### config.mk
export PLATFORM = sky130hd
export DESIGN_NAME = cacheline_adapter_flat
export DESIGN_NICKNAME = d
export VERILOG_FILES = /design/src/rtl/cacheline_adapter_if.sv /design/src/rtl/cacheline_adapter.sv /design/src/flat_wrapper.sv
export SDC_FILE = /design/constraint.sdc
export NUM_CORES = 1
export LEC_CHECK = 0
export CAP_MARGIN = 10
export CORE_AREA = 5 5 250 252
export CTS_BUF_LIST = sky130_fd_sc_hd__clkbuf_4 sky130_fd_sc_hd__clkbuf_8
export DETAILED_ROUTE_END_ITERATION = 12
export DIE_AREA = 0 0 255 257
export PLACE_DENSITY = 0.8
export REMOVE_ABC_BUFFERS = 1
export SYNTH_ARGS = -nofsm -noshare
export SYNTH_HDL_FRONTEND = slang
export SYNTH_SLANG_ARGS = --single-unit
export TNS_END_PERCENT = 20
### constraint.sdc
create_clock -name CLK -period 2.7 [get_ports CLK]
set_input_delay 0.54 -clock CLK [delete_from_list [all_inputs] [get_ports CLK]]
set_output_delay 0.54 -clock CLK [all_outputs]
set_load 0.01 [all_outputs]
### src/rtl/cacheline_adapter_if.sv
// Cache-line adapter bundle: controller command side plus single-word memory side.
// slave = the adapter itself; master = controller and memory driving it.
interface cacheline_adapter_if #(
   parameter int WORDS_PER_LINE = 8,
   parameter int ADDR_WIDTH     = 32,
   parameter int DATA_WIDTH     = 32
) ();
   logic                               cl_read;
   logic                               cl_write;
   logic [ADDR_WIDTH-1:0]              cl_addr;
   logic [WORDS_PER_LINE*DATA_WIDTH-1:0] wb_line;
   logic                               cl_busy;
   logic [WORDS_PER_LINE*DATA_WIDTH-1:0] refill_line;
   logic                               mem_req;
   logic                               mem_we;
   logic [ADDR_WIDTH-1:0]              mem_addr;
   logic [DATA_WIDTH-1:0]              mem_wdata;
   logic [DATA_WIDTH-1:0]              mem_rdata;
   logic                               mem_ack;

   modport slave (
      input  cl_read, cl_write, cl_addr, wb_line, mem_rdata, mem_ack,
      output cl_busy, refill_line, mem_req, mem_we, mem_addr, mem_wdata
   );

   modport master (
      output cl_read, cl_write, cl_addr, wb_line, mem_rdata, mem_ack,
      input  cl_busy, refill_line, mem_req, mem_we, mem_addr, mem_wdata
   );
endinterface

### src/rtl/cacheline_adapter.sv
// Whole-line transfer engine between cache controller and single-word memory.
// Optional macro CL_CRITICAL_WORD_FIRST_EN: line fills start at the requested word.
module cacheline_adapter #(
   parameter int WORDS_PER_LINE = 8,
   parameter int ADDR_WIDTH     = 32,
   parameter int DATA_WIDTH     = 32
) (
   input logic                 CLK,
   input logic                 RST,
   cacheline_adapter_if.slave  bus
);
   localparam int BYTES = DATA_WIDTH / 8;
   localparam int IW    = $clog2(WORDS_PER_LINE);
   localparam int BW    = $clog2(BYTES);
   localparam int OFFW  = IW + BW;
   localparam int LW    = WORDS_PER_LINE * DATA_WIDTH;

   typedef enum logic [1:0] {IDLE, WRITE, READ} state_t;

   state_t                state;
   logic [IW-1:0]         idx;
   logic [IW-1:0]         cnt;
   logic [IW-1:0]         nidx;
   logic [IW-1:0]         start_idx;
   logic                  last;
   logic [ADDR_WIDTH-1:0] base;
   logic [ADDR_WIDTH-1:0] line_base;
   logic [LW-1:0]         wline;
   logic [LW-1:0]         refill;
   logic                  req;
   logic                  we;
   logic [ADDR_WIDTH-1:0] addr;
   logic [DATA_WIDTH-1:0] wdata;

   function automatic logic [ADDR_WIDTH-1:0] word_addr(
      input logic [ADDR_WIDTH-1:0] b,
      input logic [IW-1:0]         i
   );
      return b | (ADDR_WIDTH'(i) << BW);
   endfunction

   assign line_base = bus.cl_addr & ({ADDR_WIDTH{1'b1}} << OFFW);
   assign nidx      = idx + IW'(1);
   assign last      = (cnt == IW'(WORDS_PER_LINE - 1));

`ifdef CL_CRITICAL_WORD_FIRST_EN
   assign start_idx = bus.cl_addr[OFFW-1:BW];
`else
   assign start_idx = '0;
`endif

   assign bus.cl_busy     = (state != IDLE);
   assign bus.refill_line = refill;
   assign bus.mem_req     = req;
   assign bus.mem_we      = we;
   assign bus.mem_addr    = addr;
   assign bus.mem_wdata   = wdata;

   // Transfer FSM: accept a command, then walk the line one acked word at a time.
   always_ff @(posedge CLK) begin
      if (RST) begin
         state  <= IDLE;
         idx    <= '0;
         cnt    <= '0;
         base   <= '0;
         wline  <= '0;
         refill <= '0;
         req    <= 1'b0;
         we     <= 1'b0;
         addr   <= '0;
         wdata  <= '0;
      end else begin
         unique case (state)
            IDLE: begin
               if (bus.cl_write) begin
                  state <= WRITE;
                  wline <= bus.wb_line;
                  base  <= line_base;
                  idx   <= '0;
                  cnt   <= '0;
                  req   <= 1'b1;
                  we    <= 1'b1;
                  addr  <= line_base;
                  wdata <= bus.wb_line[DATA_WIDTH-1:0];
               end else if (bus.cl_read) begin
                  state <= READ;
                  base  <= line_base;
                  idx   <= start_idx;
                  cnt   <= '0;
                  req   <= 1'b1;
                  we    <= 1'b0;
                  addr  <= word_addr(line_base, start_idx);
               end
            end
            WRITE: begin
               if (bus.mem_ack) begin
                  if (last) begin
                     state <= IDLE;
                     req   <= 1'b0;
                     we    <= 1'b0;
                  end else begin
                     idx   <= nidx;
                     cnt   <= cnt + IW'(1);
                     addr  <= word_addr(base, nidx);
                     wdata <= wline[int'(nidx)*DATA_WIDTH +: DATA_WIDTH];
                  end
               end
            end
            READ: begin
               if (bus.mem_ack) begin
                  refill[int'(idx)*DATA_WIDTH +: DATA_WIDTH] <= bus.mem_rdata;
                  if (last) begin
                     state <= IDLE;
                     req   <= 1'b0;
                  end else begin
                     idx  <= nidx;
                     cnt  <= cnt + IW'(1);
                     addr <= word_addr(base, nidx);
                  end
               end
            end
            default: begin
               state <= IDLE;
               req   <= 1'b0;
               we    <= 1'b0;
            end
         endcase
      end
   end
endmodule
### src/flat_wrapper.sv
// flat-port wrapper written by rule: the top's interface ports become plain ports
module cacheline_adapter_flat 
#(
   parameter int WORDS_PER_LINE = 8,
   parameter int ADDR_WIDTH     = 32,
   parameter int DATA_WIDTH     = 32
)
  (CLK, RST, bus_cl_read, bus_cl_write, bus_cl_addr, bus_wb_line, bus_mem_rdata, bus_mem_ack, bus_cl_busy, bus_refill_line, bus_mem_req, bus_mem_we, bus_mem_addr, bus_mem_wdata);
  cacheline_adapter_if #(.WORDS_PER_LINE(WORDS_PER_LINE), .ADDR_WIDTH(ADDR_WIDTH), .DATA_WIDTH(DATA_WIDTH)) bus_i ();
  input logic CLK;
  input logic RST;
  input wire logic [$bits(bus_i.cl_read)-1:0] bus_cl_read;
  input wire logic [$bits(bus_i.cl_write)-1:0] bus_cl_write;
  input wire logic [$bits(bus_i.cl_addr)-1:0] bus_cl_addr;
  input wire logic [$bits(bus_i.wb_line)-1:0] bus_wb_line;
  input wire logic [$bits(bus_i.mem_rdata)-1:0] bus_mem_rdata;
  input wire logic [$bits(bus_i.mem_ack)-1:0] bus_mem_ack;
  output wire logic [$bits(bus_i.cl_busy)-1:0] bus_cl_busy;
  output wire logic [$bits(bus_i.refill_line)-1:0] bus_refill_line;
  output wire logic [$bits(bus_i.mem_req)-1:0] bus_mem_req;
  output wire logic [$bits(bus_i.mem_we)-1:0] bus_mem_we;
  output wire logic [$bits(bus_i.mem_addr)-1:0] bus_mem_addr;
  output wire logic [$bits(bus_i.mem_wdata)-1:0] bus_mem_wdata;
  assign bus_i.cl_read = bus_cl_read;
  assign bus_i.cl_write = bus_cl_write;
  assign bus_i.cl_addr = bus_cl_addr;
  assign bus_i.wb_line = bus_wb_line;
  assign bus_i.mem_rdata = bus_mem_rdata;
  assign bus_i.mem_ack = bus_mem_ack;
  assign bus_cl_busy = bus_i.cl_busy;
  assign bus_refill_line = bus_i.refill_line;
  assign bus_mem_req = bus_i.mem_req;
  assign bus_mem_we = bus_i.mem_we;
  assign bus_mem_addr = bus_i.mem_addr;
  assign bus_mem_wdata = bus_i.mem_wdata;
  cacheline_adapter #(.WORDS_PER_LINE(WORDS_PER_LINE), .ADDR_WIDTH(ADDR_WIDTH), .DATA_WIDTH(DATA_WIDTH)) u_core (.CLK(CLK), .RST(RST), .bus(bus_i));
endmodule
==> results of run 1 <==
final cells by class:
cell class                      count  area [um^2]
Inverter                            9        33.78
Clock buffer                      152         1886
Timing Repair Buffer              729         7535
Clock inverter                     13        207.7
Tap cell                          782        978.4
Antenna cell                       11        27.53
Sequential cell                   608        12180
Fill cell                        5266        25540
Multi-Input combinational cell   2175        11520
final timing paths:
check	slack (ns)	end	depth (start not counted)
worst min register to register	0.45	u_core.bus.refill_line[129]	2
worst min-delay path	0.20	u_core.wline[121]	2
worst max-delay path	0.15	u_core.bus.mem_wdata[24]	7
worst max register to register	0.15	u_core.bus.mem_wdata[24]	7
kinds of logic (layout without fill, tap and decap cells):
kind of cell             count (synthesis)  count (layout)
AND/OR/NAND/NOR                       1358            1358
AO/OA/AOI/OAI                          646             646
flip-flops                             608             608
buffers and inverters                  319             903
multiplexers                           158             158
adder cells (fa/ha/maj)                  9               9
XOR/XNOR                                 2               2
other                                    1              13
metrics by stage:
stage               utilization  instances  hold slack (ns)  worst slack (ns)  TNS (ns)
finish                   0.5736       4479           0.1994            0.1530         0
global route             0.5736       4478           0.1642          0.004736         0
CTS                      0.5731       4468           0.1408           0.07003         0
detailed placement       0.5376       4302           0.4427           0.05868         0
global placement         0.5376       4302           0.4368            0.1018         0
floorplan                     -       2792           0.4251            -6.388  -2929.65
flip-flops by register name, summed over array words and instances (netlist names):
name                    cells
u_core.bus.refill_line    256
u_core.bus.mem_we           1
u_core.wline              256
u_core.idx                  2
u_core.state                2
u_core.base                27
u_core.bus.mem_addr        28
u_core.bus.mem_req          1
u_core.bus.mem_wdata       32
u_core.cnt                  3
per-layer routing:
metal  GRT usage  part of all wire  up-vias
li1            -                 -    11570
met1      0.2985              0.38    11420
met2      0.4108              0.47     1142
met3     0.06160             0.089      271
met4      0.1519             0.059        4
met5           0           0.00029        -
report_power, final:
group	internal, mW	leakage [nW]	switching [mW]
sequential	9.76	4.96	0.434
clock	4.82	1.10	3.69
combinational	2.69	6.52	3.46
cell usage after synthesis (2+ instances only):
cell type	count	area (um^2)
or4_1	2	15.01
nor2_1	77	289.0
nand3_1	188	940.9
ha_1	9	112.6
or3_1	3	18.77
and2_1	33	206.5
a31oi_1	31	193.9
a221o_1	32	320.3
a21oi_1	514	2572
mux2_1	11	123.9
nor2b_1	3	18.77
buf_1	10	37.54
nand4_1	40	250.2
mux2i_1	95	950.9
mux2_2	52	585.6
nor3_2	3	30.03
nor3b_1	66	495.5
clkbuf_1	230	863.3
nand3b_1	5	37.54
or2_2	2	12.51
inv_1	8	30.03
nand2_1	864	3243
o21ai_0	2	10.01
buf_2	67	335.3
dfxtp_1	608	12170
a211oi_1	61	457.9
buf_4	3	22.52
nor3_1	63	315.3
nor4_2	2	25.02
critical path, stage by stage, from the launching register on:
cell and delay [ns]:
dfxtp_4 0.42, ha_1 0.29, xnor2_4 0.52, buf_12 0.26, buf_12 0.15, mux2_2 0.34
a211oi_1 0.30, a221o_1 0.19
repair_timing:
action / 4_1_cts / 5_1_grt
resized for setup: 3 / 1
cloned: 1 / 0
setup endpoints to repair: 2 / 23
==> flow_metrics.py, run 1 <==
metrics = {
    "status": {
        "status": "finished clean",
    },
    "place": {
        "dp_hpwl_um": 59240,
        "gp_congestion": 0.8537,
        "port_buffers": 640,
        "post_dp_cell_area_um2": 32200,
    },
    "global_route": {
        "antenna_found_initial": 15,
        "grt-ovfl-total": 0,
        "grtUsageTotal": 0.2517,
        "grt_pass1_wl_um": 132500,
        "grt_max_degree": 200,
        "grt_pass1_vias": 23440,
    },
    "synthesis": {
        "synthFlopType": "dfxtp_1",
        "async_flop_share": 0,
        "synth_area_um2": 24830,
        "synthAdderAreaFrac": 0.004534,
        "synth_compound_area_frac": 0.1451,
        "syn_area_per_cell_um2": 8.008,
        "syn_inst": 3101,
        "synth_cell_types": 46,
        "synth-simple-area-share": 0.2397,
        "ys_ff_latch": 608,
        "synthMuxAreaShare": 0.06686,
        "synth_top_family_by_area": "simple AND/OR/NAND/NOR gates",
        "synth_xor_area_frac": 0.001461,
        "ys_seq_area_frac": 0.4901,
        "yosys_warnings": 0,
        "synth-edff-count": 0,
    },
    "setup_path": {
        "crit_type": "reg -> reg",
        "arrival_ns": 3.18,
        "crit_start": "u_core.idx[0]",
        "endpoint_kind": "register",
        "r2r-start": "u_core.idx[0]",
        "required_ns": 3.33,
        "critPathMaxFanout": 20,
        "start_kind": "register",
    },
    "die": {
        "io_pins": 648,
        "die_w_um": 255,
        "die_h_um": 257,
        "initial_utilization": 0.4145,
        "core_um2": 59910,
        "fp.dieArea_um2": 65540,
        "rows": 90,
    },
    "min_path": {
        "hold_class": "in -> reg",
        "worstHoldStart": "RST",
    },
    "clocking": {
        "numCtsBuffers": 97,
        "cts.sinks": 608,
        "clk_pin_slew_ns": 0.06,
        "cts_buffer_depth": 3,
        "htreeDepth": 3,
        "clk_latency_ns": 0.69,
        "ctsHoldBuffers": 0,
        "cts_root_buffer": "clkbuf_8",
        "cts_setup_buffers": 0,
        "cts_tree": "yes",
    },
    "finish": {
        "layout.cells.most_common": "nand2_1",
        "drive_gt1_frac": 0.09088,
        "nets": 3954,
        "final_cell_mix": "nand2_1, clkdlybuf4s50_1, dfxtp_1, a21oi_1, nand3_1",
        "syn_to_final_growth_pct": 38.38,
        "fin_area_um2": 34360,
    },
    "sta": {
        "post-route-min-period_ns": 2.547,
        "tightest_slew_ns": 1.206,
        "fin_skew_ns": 0.04694,
        "setup_viol": 0,
        "slew_violations": 0,
        "max-slew-margin-rel": 0.1960,
        "rsz0062_at_grt": "no",
        "hold_viol_final": 0,
        "fin_crit_sh": 0.9434,
        "clock.fmax_ghz": 0.3926,
    },
    "routing": {
        "via_per_inst": 5.449,
        "drt_iter0_markers": 1978,
        "drt_pass1_iterations": 5,
        "num_vias": 24410,
        "ant_nets": 0,
        "routed_wl_um": 87520,
        "drc_errors": 0,
        "post_drt_wl_per_cell_um": 19.54,
    },
    "power": {
        "p_per_area_nw_per_um2": 723.1,
        "p_leak_nw": 12.58,
        "power_mw": 24.85,
        "vdd_ir_drop_max_uv": 470.1,
    },
    "flow_run": {
        "drv_cap": 0,
    },
}
No activity file was read; power rests on OpenSTA's default activity.
==> inputs of run 2 (changes only) <==
- MAX_ROUTING_LAYER: default -> met4
==> flow_metrics.py, run 2 (synthesis results as in run 1) <==
metrics = {
    "power": {
        "vdd_ir_drop_max_uv": 471.2,
        "p_leak_nw": 12.58,
        "p_per_area_nw_per_um2": 722.6,
        "power_mw": 24.84,
    },
    "min_path": {
        "hold_class": "in -> reg",
        "whs_path_depth": 2,
    },
    "clocking": {
        "clk_pin_slew_ns": 0.06,
        "ctsHoldBuffers": 0,
        "cts_setup_buffers": 0,
        "cts_buffer_depth": 3,
        "cts_root_buffer": "clkbuf_8",
        "numCtsBuffers": 97,
        "clk_latency_ns": 0.69,
        "cts.sinks": 608,
        "htreeDepth": 3,
        "cts_tree": "yes",
    },
    "die": {
        "io_pins": 648,
        "rows": 90,
        "initial_utilization": 0.4145,
        "die_h_um": 257,
        "core_um2": 59910,
        "fp.dieArea_um2": 65540,
        "die_w_um": 255,
    },
    "global_route": {
        "grt_max_degree": 200,
        "grt_pass1_vias": 23490,
        "antenna_found_initial": 15,
        "grt_pass1_wl_um": 132400,
        "grt-ovfl-total": 0,
        "grtUsageTotal": 0.2589,
    },
    "place": {
        "post_dp_cell_area_um2": 32200,
        "port_buffers": 640,
        "gp_congestion": 0.8673,
        "dp_hpwl_um": 59240,
        "placed_cells": 4302,
        "dp_slack_ns": 0.05868,
    },
    "routing": {
        "drt_iter0_markers": 1806,
        "routed_wl_um": 87220,
        "drt_pass1_iterations": 5,
        "drc_errors": 0,
        "via_per_inst": 5.445,
        "num_vias": 24410,
        "ant_nets": 0,
        "post_drt_wl_per_cell_um": 19.46,
    },
    "finish": {
        "syn_to_final_growth_pct": 38.42,
        "fin_area_um2": 34370,
        "fin_cells": 4483,
        "fillerInstances": 5263,
        "drive_gt1_frac": 0.09088,
        "seq_area_um2": 12180,
        "layout.cells.most_common": "nand2_1",
        "nets": 3954,
        "multi_input_area_um2": 11520,
        "final_cell_mix": "nand2_1, clkdlybuf4s50_1, dfxtp_1, a21oi_1, nand3_1",
    },
    "sta": {
        "fin_skew_ns": 0.04523,
        "post-route-min-period_ns": 2.539,
        "hold_viol_final": 0,
        "slew_violations": 0,
        "setup_viol": 0,
        "rsz0062_at_grt": "no",
        "whs_ns": 0.1994,
        "clock.fmax_ghz": 0.3939,
        "max-slew-margin-rel": 0.1847,
        "setup_slack_ns": 0.1614,
        "fin_crit_sh": 0.9402,
        "tightest_slew_ns": 1.223,
    },
    "setup_path": {
        "slowest_delay_ns": 0.50,
        "crit_type": "reg -> reg",
        "critPathMaxFanout": 32,
        "crit_buf_inv": 2,
        "cpMaxStageDelayCell": "or3b_1",
        "cp_top_family": "simple AND/OR/NAND/NOR gates",
        "required_ns": 3.18,
        "arrival_ns": 3.02,
        "crit_chain": "inv_1, ha_4, ha_1, or3b_1, or3_1, buf_4, nand2_1, a21oi_1",
        "rr_worst_depth": 8,
        "start_kind": "register",
        "endpoint_kind": "register",
        "path_depth": 8,
    },
    "flow_run": {
        "drv_cap": 0,
    },
    "status": {
        "status": "finished clean",
    },
}
[run 2: cell count changes in the layout (fill, tap and decap cells not counted)]
cell / change
diode_2: +4
[run 2: repair_timing]
action                                  in CTS  in global routing
gates cloned                                 1                  0
resized for setup                            3                  1
endpoints found under the setup margin       2                 23
[run 2: per-layer routing]
metal	vias up	track usage	routed length, um
met5	-	-	0
met2	1171	0.4118	41130
li1	11580	-	-
met4	0	0.1499	5059
met3	265	0.05918	7649
met1	11390	0.2998	33390
[run 2: through the flow]
step                TNS (ns)  utilization
finish                     0       0.5738
global route               0       0.5738
global placement           0       0.5376
detailed placement         0       0.5376
CTS                        0       0.5731
floorplan           -2929.65            -
[run 2: power breakdown]
group,internal [mW],switching [mW]
clock network,4.82,3.69
logic,2.69,3.45
registers,9.76,0.436
[run 2: worst register-to-register path: stages (launching register included)]
cell	delay, ns
dfxtp_1	0.45
inv_1	0.11
ha_4	0.17
ha_1	0.27
or3b_1	0.51
or3_1	0.34
buf_4	0.28
nand2_1	0.15
a21oi_1	0.07
[run 2: final cells by class]
type	count	share of cell area
Timing Repair Buffer	729	0.2192
Multi-Input combinational cell	2175	0.3352
Clock buffer	152	0.05485
Sequential cell	608	0.3542
Inverter	9	0.0009828
Tap cell	782	0.02846
Clock inverter	13	0.006042
Antenna cell	15	0.001092
[run 2: final timing paths]
check	slack [ns]	to	startpoint
worst max-delay path	0.16	u_core.bus.refill_line[86]	u_core.idx[1]
worst min-delay path	0.20	u_core.wline[121]	RST
worst max register to register	0.16	u_core.bus.refill_line[86]	u_core.idx[1]
worst min register to register	0.45	u_core.bus.refill_line[140]	u_core.bus.refill_line[140]
